--- src/rtl/mem_arbiter_if.sv ---
// Request/response bundle for one requester port of mem_arbiter.
// The requester (master) drives the request fields and holds them stable
// until it sees gnt; the arbiter (slave) returns gnt, rvalid and rdata.
interface mem_arbiter_if;
    logic        req;
    logic        we;
    logic [7:0]  addr;
    logic [15:0] wdata;
    logic        gnt;
    logic        rvalid;
    logic [15:0] rdata;

    modport master (
        output req, we, addr, wdata,
        input  gnt, rvalid, rdata
    );

    modport slave (
        input  req, we, addr, wdata,
        output gnt, rvalid, rdata
    );
endinterface

--- src/rtl/mem_arbiter.sv ---
// Two-port arbiter in front of a 256x16 RAM with separate read and write
// ports and a 1-cycle registered read. Port A (load/store) has priority;
// port B (instruction fetch) wins a conflict once it has been blocked for
// STARVE_LIMIT consecutive cycles. Read responses are steered back to the
// port that issued the read using a one-entry owner tag.
module mem_arbiter #(
    parameter int unsigned STARVE_LIMIT = 4  // legal range 1..15
) (
    input  logic          clk,
    input  logic          rst,
    mem_arbiter_if.slave  a_if,
    mem_arbiter_if.slave  b_if,
    output logic          mem_rd_en_o,
    output logic [7:0]    mem_rd_addr_o,
    output logic          mem_wr_en_o,
    output logic [7:0]    mem_wr_addr_o,
    output logic [15:0]   mem_wdata_o,
    input  logic [15:0]   mem_rdata_i,
    input  logic          mem_rvalid_i
);

    localparam logic [3:0] LIMIT = 4'(STARVE_LIMIT);

    logic [3:0] starve_cnt_q, starve_cnt_d;
    logic       rd_owner_q, rd_owner_d;   // 0 = A, 1 = B
    logic       rd_pend_q, rd_pend_d;

    logic starve_flag;
    logic same_type;
    logic addr_eq;
    logic conflict;
    logic b_wins;
    logic a_gnt, b_gnt;
    logic a_rd_go, b_rd_go, a_wr_go, b_wr_go;

    // Grant resolution: at most one read and one write per cycle.
    always_comb begin
        starve_flag = (starve_cnt_q == LIMIT);
        same_type   = (a_if.we == b_if.we);
        addr_eq     = (a_if.addr == b_if.addr);
        // Two reads or two writes always collide; a read and a write only
        // collide on the same address (read-after-write ordering).
        conflict    = a_if.req & b_if.req & (same_type | addr_eq);
        // Starved B wins any conflict; otherwise on a same-address
        // read/write pair the writer wins, and A wins same-type conflicts.
        b_wins      = starve_flag | (!same_type & b_if.we);
        a_gnt       = !rst & a_if.req & !(conflict & b_wins);
        b_gnt       = !rst & b_if.req & !(conflict & !b_wins);
        a_rd_go     = a_gnt & !a_if.we;
        b_rd_go     = b_gnt & !b_if.we;
        a_wr_go     = a_gnt & a_if.we;
        b_wr_go     = b_gnt & b_if.we;
    end

    // RAM port drive: address/data muxed from the granted reader/writer.
    always_comb begin
        mem_rd_en_o   = a_rd_go | b_rd_go;
        mem_rd_addr_o = b_rd_go ? b_if.addr : a_if.addr;
        mem_wr_en_o   = a_wr_go | b_wr_go;
        mem_wr_addr_o = b_wr_go ? b_if.addr : a_if.addr;
        mem_wdata_o   = b_wr_go ? b_if.wdata : a_if.wdata;
    end

    // Next-state for the read tag and the starvation counter.
    always_comb begin
        // NOTE: every combinational output gets a value on every path
        // (defaults first), otherwise synthesis infers a latch.
        starve_cnt_d = '0;
        rd_pend_d    = mem_rd_en_o;
        rd_owner_d   = mem_rd_en_o ? b_rd_go : rd_owner_q;
        if (b_if.req && !b_gnt) begin
            starve_cnt_d = starve_flag ? starve_cnt_q : starve_cnt_q + 4'd1;
        end
    end

    // State registers with synchronous reset.
    always_ff @(posedge clk) begin
        // NOTE: non-blocking assignments so every register samples the
        // pre-edge values, independent of statement order.
        if (rst) begin
            starve_cnt_q <= '0;
            rd_owner_q   <= 1'b0;
            rd_pend_q    <= 1'b0;
        end else begin
            starve_cnt_q <= starve_cnt_d;
            rd_owner_q   <= rd_owner_d;
            rd_pend_q    <= rd_pend_d;
        end
    end

    // Port responses: grants are combinational, read data is steered by
    // the owner tag; a response arriving while rst is high is dropped.
    always_comb begin
        a_if.gnt    = a_gnt;
        b_if.gnt    = b_gnt;
        a_if.rvalid = !rst & rd_pend_q & mem_rvalid_i & !rd_owner_q;
        b_if.rvalid = !rst & rd_pend_q & mem_rvalid_i & rd_owner_q;
        a_if.rdata  = mem_rdata_i;
        b_if.rdata  = mem_rdata_i;
    end

endmodule

--- src/flat_wrapper.sv ---
// flat-port wrapper written by rule: the top's interface ports become plain ports
module mem_arbiter_flat 
#(
    parameter int unsigned STARVE_LIMIT = 4                      
)
  (clk, rst, mem_rd_en_o, mem_rd_addr_o, mem_wr_en_o, mem_wr_addr_o, mem_wdata_o, mem_rdata_i, mem_rvalid_i, a_if_req, a_if_we, a_if_addr, a_if_wdata, a_if_gnt, a_if_rvalid, a_if_rdata, b_if_req, b_if_we, b_if_addr, b_if_wdata, b_if_gnt, b_if_rvalid, b_if_rdata);
  mem_arbiter_if a_if_i ();
  mem_arbiter_if b_if_i ();
  input  logic clk;
  input  logic rst;
  output logic mem_rd_en_o;
  output logic [7:0] mem_rd_addr_o;
  output logic mem_wr_en_o;
  output logic [7:0] mem_wr_addr_o;
  output logic [15:0] mem_wdata_o;
  input  logic [15:0] mem_rdata_i;
  input  logic mem_rvalid_i;
  input wire logic [$bits(a_if_i.req)-1:0] a_if_req;
  input wire logic [$bits(a_if_i.we)-1:0] a_if_we;
  input wire logic [$bits(a_if_i.addr)-1:0] a_if_addr;
  input wire logic [$bits(a_if_i.wdata)-1:0] a_if_wdata;
  output wire logic [$bits(a_if_i.gnt)-1:0] a_if_gnt;
  output wire logic [$bits(a_if_i.rvalid)-1:0] a_if_rvalid;
  output wire logic [$bits(a_if_i.rdata)-1:0] a_if_rdata;
  input wire logic [$bits(b_if_i.req)-1:0] b_if_req;
  input wire logic [$bits(b_if_i.we)-1:0] b_if_we;
  input wire logic [$bits(b_if_i.addr)-1:0] b_if_addr;
  input wire logic [$bits(b_if_i.wdata)-1:0] b_if_wdata;
  output wire logic [$bits(b_if_i.gnt)-1:0] b_if_gnt;
  output wire logic [$bits(b_if_i.rvalid)-1:0] b_if_rvalid;
  output wire logic [$bits(b_if_i.rdata)-1:0] b_if_rdata;
  assign a_if_i.req = a_if_req;
  assign a_if_i.we = a_if_we;
  assign a_if_i.addr = a_if_addr;
  assign a_if_i.wdata = a_if_wdata;
  assign a_if_gnt = a_if_i.gnt;
  assign a_if_rvalid = a_if_i.rvalid;
  assign a_if_rdata = a_if_i.rdata;
  assign b_if_i.req = b_if_req;
  assign b_if_i.we = b_if_we;
  assign b_if_i.addr = b_if_addr;
  assign b_if_i.wdata = b_if_wdata;
  assign b_if_gnt = b_if_i.gnt;
  assign b_if_rvalid = b_if_i.rvalid;
  assign b_if_rdata = b_if_i.rdata;
  mem_arbiter #(.STARVE_LIMIT(STARVE_LIMIT)) u_core (.clk(clk), .rst(rst), .a_if(a_if_i), .b_if(b_if_i), .mem_rd_en_o(mem_rd_en_o), .mem_rd_addr_o(mem_rd_addr_o), .mem_wr_en_o(mem_wr_en_o), .mem_wr_addr_o(mem_wr_addr_o), .mem_wdata_o(mem_wdata_o), .mem_rdata_i(mem_rdata_i), .mem_rvalid_i(mem_rvalid_i));
endmodule
--- config.mk ---
export PLATFORM = sky130hd
export DESIGN_NAME = mem_arbiter_flat
export DESIGN_NICKNAME = d
export VERILOG_FILES = /design/src/rtl/mem_arbiter_if.sv /design/src/rtl/mem_arbiter.sv /design/src/flat_wrapper.sv
export SDC_FILE = /design/constraint.sdc
export NUM_CORES = 1
export LEC_CHECK = 0
export BUFFER_PORTS_ARGS = -buffer_cell sky130_fd_sc_hd__buf_4
export CORE_UTILIZATION = 37
export CTS_BUF_LIST = sky130_fd_sc_hd__clkbuf_4 sky130_fd_sc_hd__clkbuf_8
export DETAILED_ROUTE_END_ITERATION = 16
export GPL_TIMING_DRIVEN = 1
export PLACE_DENSITY = 0.89
export SLEW_MARGIN = 20
export SYNTH_ARGS = -nofsm -noshare
export SYNTH_HDL_FRONTEND = slang
export SYNTH_SLANG_ARGS = --single-unit
--- constraint.sdc ---
create_clock -name clk -period 4.02 [get_ports clk]
set_input_delay 0.402 -clock clk [delete_from_list [all_inputs] [get_ports clk]]
set_output_delay 0.402 -clock clk [all_outputs]
set_load 0.005 [all_outputs]
==> out/results.tsv, run 1 <==
metric	value	unit
status	completed	
routability-driven placement congestion ratio	0.7866	
PwrDens	163.0	nW/um^2
Setup crit end kind	primary output	
sequential-to-total area share from yosys stat	10.17	%
first-pass GRT wire length	4146	um
setup bufs post-CTS	0	
WL final	2681	um
Inserted Diodes	0	
most frequent cells in the layout	buf_4, mux2_4, mux2_2	
Crit Path Category	reg2out	
routed len/inst	11.76	um
Floorplan Core Area	3053	um^2
Initial DRT Pass Iterations	4	
Leak Pwr	0.0008388	uW
final clock period utilization by the worst path	72.07	%
clock net sink count	6	
RSZ-0062 raised after global routing	no	
Slew HR	44.34	%
crit path cell chain	inv_1 > ha_1 > a31oi_1 > and2b_1 > a21oi_4 > buf_4 > mux2_2 > buf_4	
HP Class	in2reg	
Clk Latency, worst-skew pair	0.24	ns
Vias	1097	
Setup Viol. Count Final	0	
Worst path max stage delay	0.52	ns
post-route ant nets	0	
Starting Density	38.69	%
GRT Total Usage	15.29	%
Mean Syn Cell Area	9.603	um^2
PortBufs	92	
Logic pwr share	57.3	%
final hold vios	0	
# DRC	0	
Die W	58.50	um
largest net degree at the start of global routing	16	
Worst setup SP type	flip-flop	
Worst path slowest cell	a21oi_4	
top achievable clock speed	0.3451	GHz
Synth Register Bits	6	
initial antenna violation count	0	
Top cell by count, worst path	buf_4	
FP Rows	20	
most used flip-flop cell after synthesis	dfxtp_1	
vias per cell	4.811	
critical path arrival	2.50	ns
Clock power frac	20.0	%
hold_ws	0.4499	ns
syn nets	197	
Cells after Synth	123	
fill count	295	
Remaining Overflow, GRT	0	
setup TNS	0	ns
leading cell type in the layout, fill and taps excluded	buf_4	
synth warn	0	
Setup Skew	0.007190	ns
top area cells in the synthesized netlist	mux2_4, buf_4, mux2_2	
total CTS buffers	3	
MaxCap Viol Count	0	
vias in the first global route	1012	
sw frac	27.28	%
number of flops mapped to enable cells by yosys	0	
Yosys cell types	30	
CTS Root Cell	clkbuf_4	
H-Tree Depth	1	
area leader, netlist	mux2_4	
nets	260	
Critical Path RT	3.62	ns
area grow syn2layout	42.48	%
die height	58.50	um
layout cells sized above 1	72.83	%
CTS tree	built	
Slew @ Worst Pin	0.8333	ns
min Tclk post-route	2.897	ns
die area	3422	um^2
ys async rst share	0	%
Slew Limit Fails	0	
Net Switching	74.84	uW
reg2reg setup slack	2.09	ns
Seq pwr share	22.7	%
Worst-path clk slew	0.05	ns
Yosys top cell area share	25.42	%
Max VDD drop	0.07137	mV
Internal Pwr Total	199.5	uW
cell area after synthesis	1181	um^2
DR iter-0 viols	7	
CP Max Fanout	15	
post_cts resized	0	
cts hold-fix bufs	0	
CTS Buffer Depth	2	
io pins	141	
hpwl dp	2282	um
==> stage by stage <==
step / setup WS, ns / instances / instance area (um^2) / total power [uW] / util [%]
CTS: 1.095 / 228 / 1683 / 277.4 / 55.12
floorplan: 1.901 / 123 / 1181 / 156.4 / -
global placement: 1.141 / 225 / 1660 / 218.9 / 54.39
finish: 1.123 / 228 / 1683 / 274.3 / 55.12
global route: 0.9728 / 228 / 1683 / 290.5 / 55.12
detailed placement: 1.140 / 225 / 1660 / 221.2 / 54.39
==> logic make-up after synthesis <==
kind of cell | Yosys count | synth area share, %
buf+inv | 40 | 24.79
compound gates | 9 | 7.522
flops | 6 | 10.17
xor+xnor | 9 | 6.674
mux | 32 | 36.86
fa+ha+maj | 3 | 3.178
simple gates | 24 | 10.81
==> cell usage after synthesis, types with 2 or more instances <==
library cell,count
nor3_1,4
xor2_1,6
dfxtp_1,6
nor2_1,3
ha_1,3
nor4_1,2
buf_6,3
nand2b_1,2
mux2_2,12
xnor2_1,3
buf_4,32
inv_1,5
nand3_1,2
or2_2,2
nand2_1,4
mux2_4,20
==> flip-flops by register name (all words and copies together) (netlist names) <==
signal,count
u_core.rd_pend_q,1
u_core.starve_cnt_q,4
u_core.rd_owner_q,1
==> path summary, 6_finish.rpt <==
check | from | cells past startpoint | end
setup / recovery | u_core.starve_cnt_q[0] | 8 | mem_wr_addr_o[7]
hold / removal | b_if_req | 3 | u_core.starve_cnt_q[3]
setup reg to reg | u_core.starve_cnt_q[0] | 6 | u_core.rd_pend_q
hold reg to reg | u_core.starve_cnt_q[0] | 1 | u_core.starve_cnt_q[0]
==> power by group through the flow <==
stage	Combinational (uW)	Clock (uW)	Sequential [uW]
after floorplan	93.2	0	63.2
after global placement	156	0	63.3
after detailed placement	158	0	63.4
after CTS	158	56.7	62.3
after global routing	170	58.2	62.5
final	157	54.9	62.3
==> final cells by class <==
type                    count  area [um^2]  share of cell area [%]
multi-input cells          77        768.2                   45.65
repair buffers             93        698.2                   41.49
flip-flops and latches      6        120.1                   7.138
well taps                  44        55.05                   3.271
clock buffers               3        22.52                   1.338
inverters                   5        18.77                   1.115
==> per-layer routing <==
layer | part of all wire (%) | wire, um | GRT usage, % | vias up
met5 | 0 | 0 | 0 | -
met4 | 0.63 | 17 | 4.762 | 0
li1 | - | - | - | 517
met3 | 10 | 275 | 5.275 | 2
met2 | 52 | 1388 | 27.42 | 59
met1 | 37 | 999 | 16.93 | 519
==> worst max-delay path: cells and delay by family (launching register included) <==
kind | cells | cell delay [ns]
adder cells (fa/ha/maj) | 1 | 0.16
multiplexers | 1 | 0.36
buffers and inverters | 3 | 0.53
AO/OA/AOI/OAI | 2 | 0.63
AND/OR/NAND/NOR | 1 | 0.23
flip-flops | 1 | 0.33
No activity file was read; power rests on OpenSTA's default activity.
==> run 2: changes to the inputs <==
--- a/config.mk
+++ b/config.mk
@@ -6,11 +6,11 @@
 export NUM_CORES = 1
 export LEC_CHECK = 0
 export BUFFER_PORTS_ARGS = -buffer_cell sky130_fd_sc_hd__buf_4
-export CORE_UTILIZATION = 37
+export CORE_UTILIZATION = 34
 export CTS_BUF_LIST = sky130_fd_sc_hd__clkbuf_4 sky130_fd_sc_hd__clkbuf_8
 export DETAILED_ROUTE_END_ITERATION = 16
 export GPL_TIMING_DRIVEN = 1
-export PLACE_DENSITY = 0.89
+export PLACE_DENSITY = 0.83
 export SLEW_MARGIN = 20
 export SYNTH_ARGS = -nofsm -noshare
 export SYNTH_HDL_FRONTEND = slang
==> constraint.sdc (replaced) <==
create_clock -name clk -period 2.7 [get_ports clk]
set_input_delay 0.27 -clock clk [delete_from_list [all_inputs] [get_ports clk]]
set_output_delay 0.27 -clock clk [all_outputs]
set_load 0.005 [all_outputs]
==> run 2 against run 1 <==
Hold slack worse by 0.15 ns. Utilization down 4.2 points. Combinational power up 50%. Wire length up 2.3%. Sequential cell count unchanged. Power up 50%. Largest cell class unchanged.
==> out/results.tsv, run 2 (synthesis results as in run 1) <==
metric	value	unit
Clk Latency, worst-skew pair	0.25	ns
cell depth of the worst hold path	3	
fill count	320	
Leak Pwr	0.0008494	uW
Placed Area	1678	um^2
Top cell by count, worst path	buf_4	
Crit Path Category	reg2out	
Setup Skew	0.003668	ns
Vias	1054	
Hold Path End	u_core.starve_cnt_q[3]	
Starting Density	35.40	%
Worst-path clk slew	0.05	ns
total CTS buffers	3	
leading cell type in the layout, fill and taps excluded	buf_4	
Remaining Overflow, GRT	0	
Inserted Diodes	0	
largest register by flop count	u_core.starve_cnt_q	
Reg2Reg Depth	6	
die height	60.94	um
Floorplan Core Area	3337	um^2
layout cells sized above 1	73.12	%
Slew Limit Fails	0	
Worst setup SP type	flip-flop	
critical path arrival	2.22	ns
DR iter-0 viols	13	
R2R Path End	u_core.rd_pend_q	
# DRC	0	
Critical Path RT	2.43	ns
CTS Root Cell	clkbuf_4	
Worst Setup SP	u_core.starve_cnt_q[0]	
Max VDD drop	0.1139	mV
setup bufs post-CTS	0	
min Tclk post-route	2.493	ns
post_cts resized	0	
PortBufs	92	
first-pass GRT wire length	3767	um
Setup Viol. Count Final	0	
HP Class	in2reg	
PwrDens	242.3	nW/um^2
clock net sink count	6	
GRT Total Usage	13.88	%
WL final	2744	um
Hold Crit Start	b_if_req	
nets	262	
Worst path max stage delay	0.36	ns
CTS tree	built	
largest net degree at the start of global routing	15	
Setup crit end kind	primary output	
Slew HR	76.93	%
io pins	141	
cts hold-fix bufs	0	
Die W	60.94	um
routability-driven placement congestion ratio	0.8024	
H-Tree Depth	1	
area taken by flip-flops and latches	120.1	um^2
CP Max Fanout	7	
CTS Buffer Depth	2	
initial antenna violation count	0	
Largest regs	u_core.starve_cnt_q: 4 flops, u_core.rd_owner_q: 1 flops, u_core.rd_pend_q: 1 flops	
vias per cell	4.543	
number of flip-flops in the largest register	4	
Slew @ Worst Pin	0.3454	ns
top achievable clock speed	0.4011	GHz
footprint of the multi-input gates	768.2	um^2
vias in the first global route	882	
post-route ant nets	0	
RSZ-0062 raised after global routing	no	
most frequent cells in the layout	buf_4, mux2_4, mux2_2	
die area	3714	um^2
area grow syn2layout	43.96	%
FP Rows	21	
Worst path slowest cell	a211oi_2	
status	completed	
MaxCap Viol Count	0	
crit path cell chain	inv_1 > ha_1 > a31oi_1 > and2b_1 > a211oi_2 > buf_4 > mux2_2 > buf_4	
final hold vios	0	
Initial DRT Pass Iterations	6	
fin cells	232	
worst r2r src	u_core.starve_cnt_q[0]	
setup TNS	0	ns
routed len/inst	11.83	um
final clock period utilization by the worst path	92.33	%
fin area	1700	um^2
hpwl dp	2380	um
reg2reg setup slack	1.03	ns
placed cell count	229	
## run 2: changes by cell type in the layout (fill, tap and decap cells not counted)
cell / previous run / this run
buf_4: 93 / 95
## run 2: how the worst max path moves through the flow
stage                             to  slack, ns  cells after the start
floorplan           mem_rd_addr_o[0]       0.83                      7
global placement    mem_rd_addr_o[0]       0.43                      7
detailed placement  mem_rd_addr_o[7]       0.42                      7
CTS                 mem_rd_addr_o[7]       0.19                      8
global route        mem_rd_addr_o[1]       0.06                      8
finish              mem_rd_addr_o[7]       0.21                      8
## run 2: report_power, final
group / leakage [uW] / internal (uW) / switching (uW)
Combinational: 0.000787 / 157 / 78.9
Clock: 0.0000138 / 50.3 / 33.3
Sequential: 0.0000488 / 91.5 / 1.31
Total: 0.000849 / 298 / 113
## run 2: final cells by class
cell class                 count  share of cell area (%)
clock buffer                   3                   1.325
inverter                       5                   1.104
multi-input combinational     77                   45.18
sequential                     6                   7.064
tap                           46                   3.385
timing repair buffer          95                   41.94
## run 2: per-layer routing
| layer | vias up | share of wire [%] | GRT usage, % |
|---|---|---|---|
| met5 | - | 0 | 0 |
| li1 | 521 | - | - |
| met1 | 472 | 39 | 15.52 |
| met4 | 0 | 1.6 | 7.143 |
| met2 | 56 | 49 | 22.76 |
| met3 | 5 | 11 | 5.544 |
## run 2: critical path: cells and delay by family, from the launching register on
family	cells	cell delay, ns
AO/OA/AOI/OAI	2	0.47
adder cells (fa/ha/maj)	1	0.16
buffers and inverters	3	0.43
flip-flops	1	0.33
multiplexers	1	0.35
AND/OR/NAND/NOR	1	0.24
## run 2: per-stage QoR
stage | setup slack (ns) | total power, uW | hold slack [ns] | util [%]
3_5_place_dp | 0.4180 | 331.7 | 0.4754 | 50.28
6_report | 0.2071 | 412.0 | 0.3028 | 50.96
5_1_grt | 0.05676 | 442.5 | 0.3259 | 50.96
4_1_cts | 0.1933 | 416.9 | 0.3013 | 50.96
2_1_floorplan | 0.8260 | 232.8 | 0.4077 | -
3_3_place_gp | 0.4284 | 329.0 | 0.4759 | 50.28
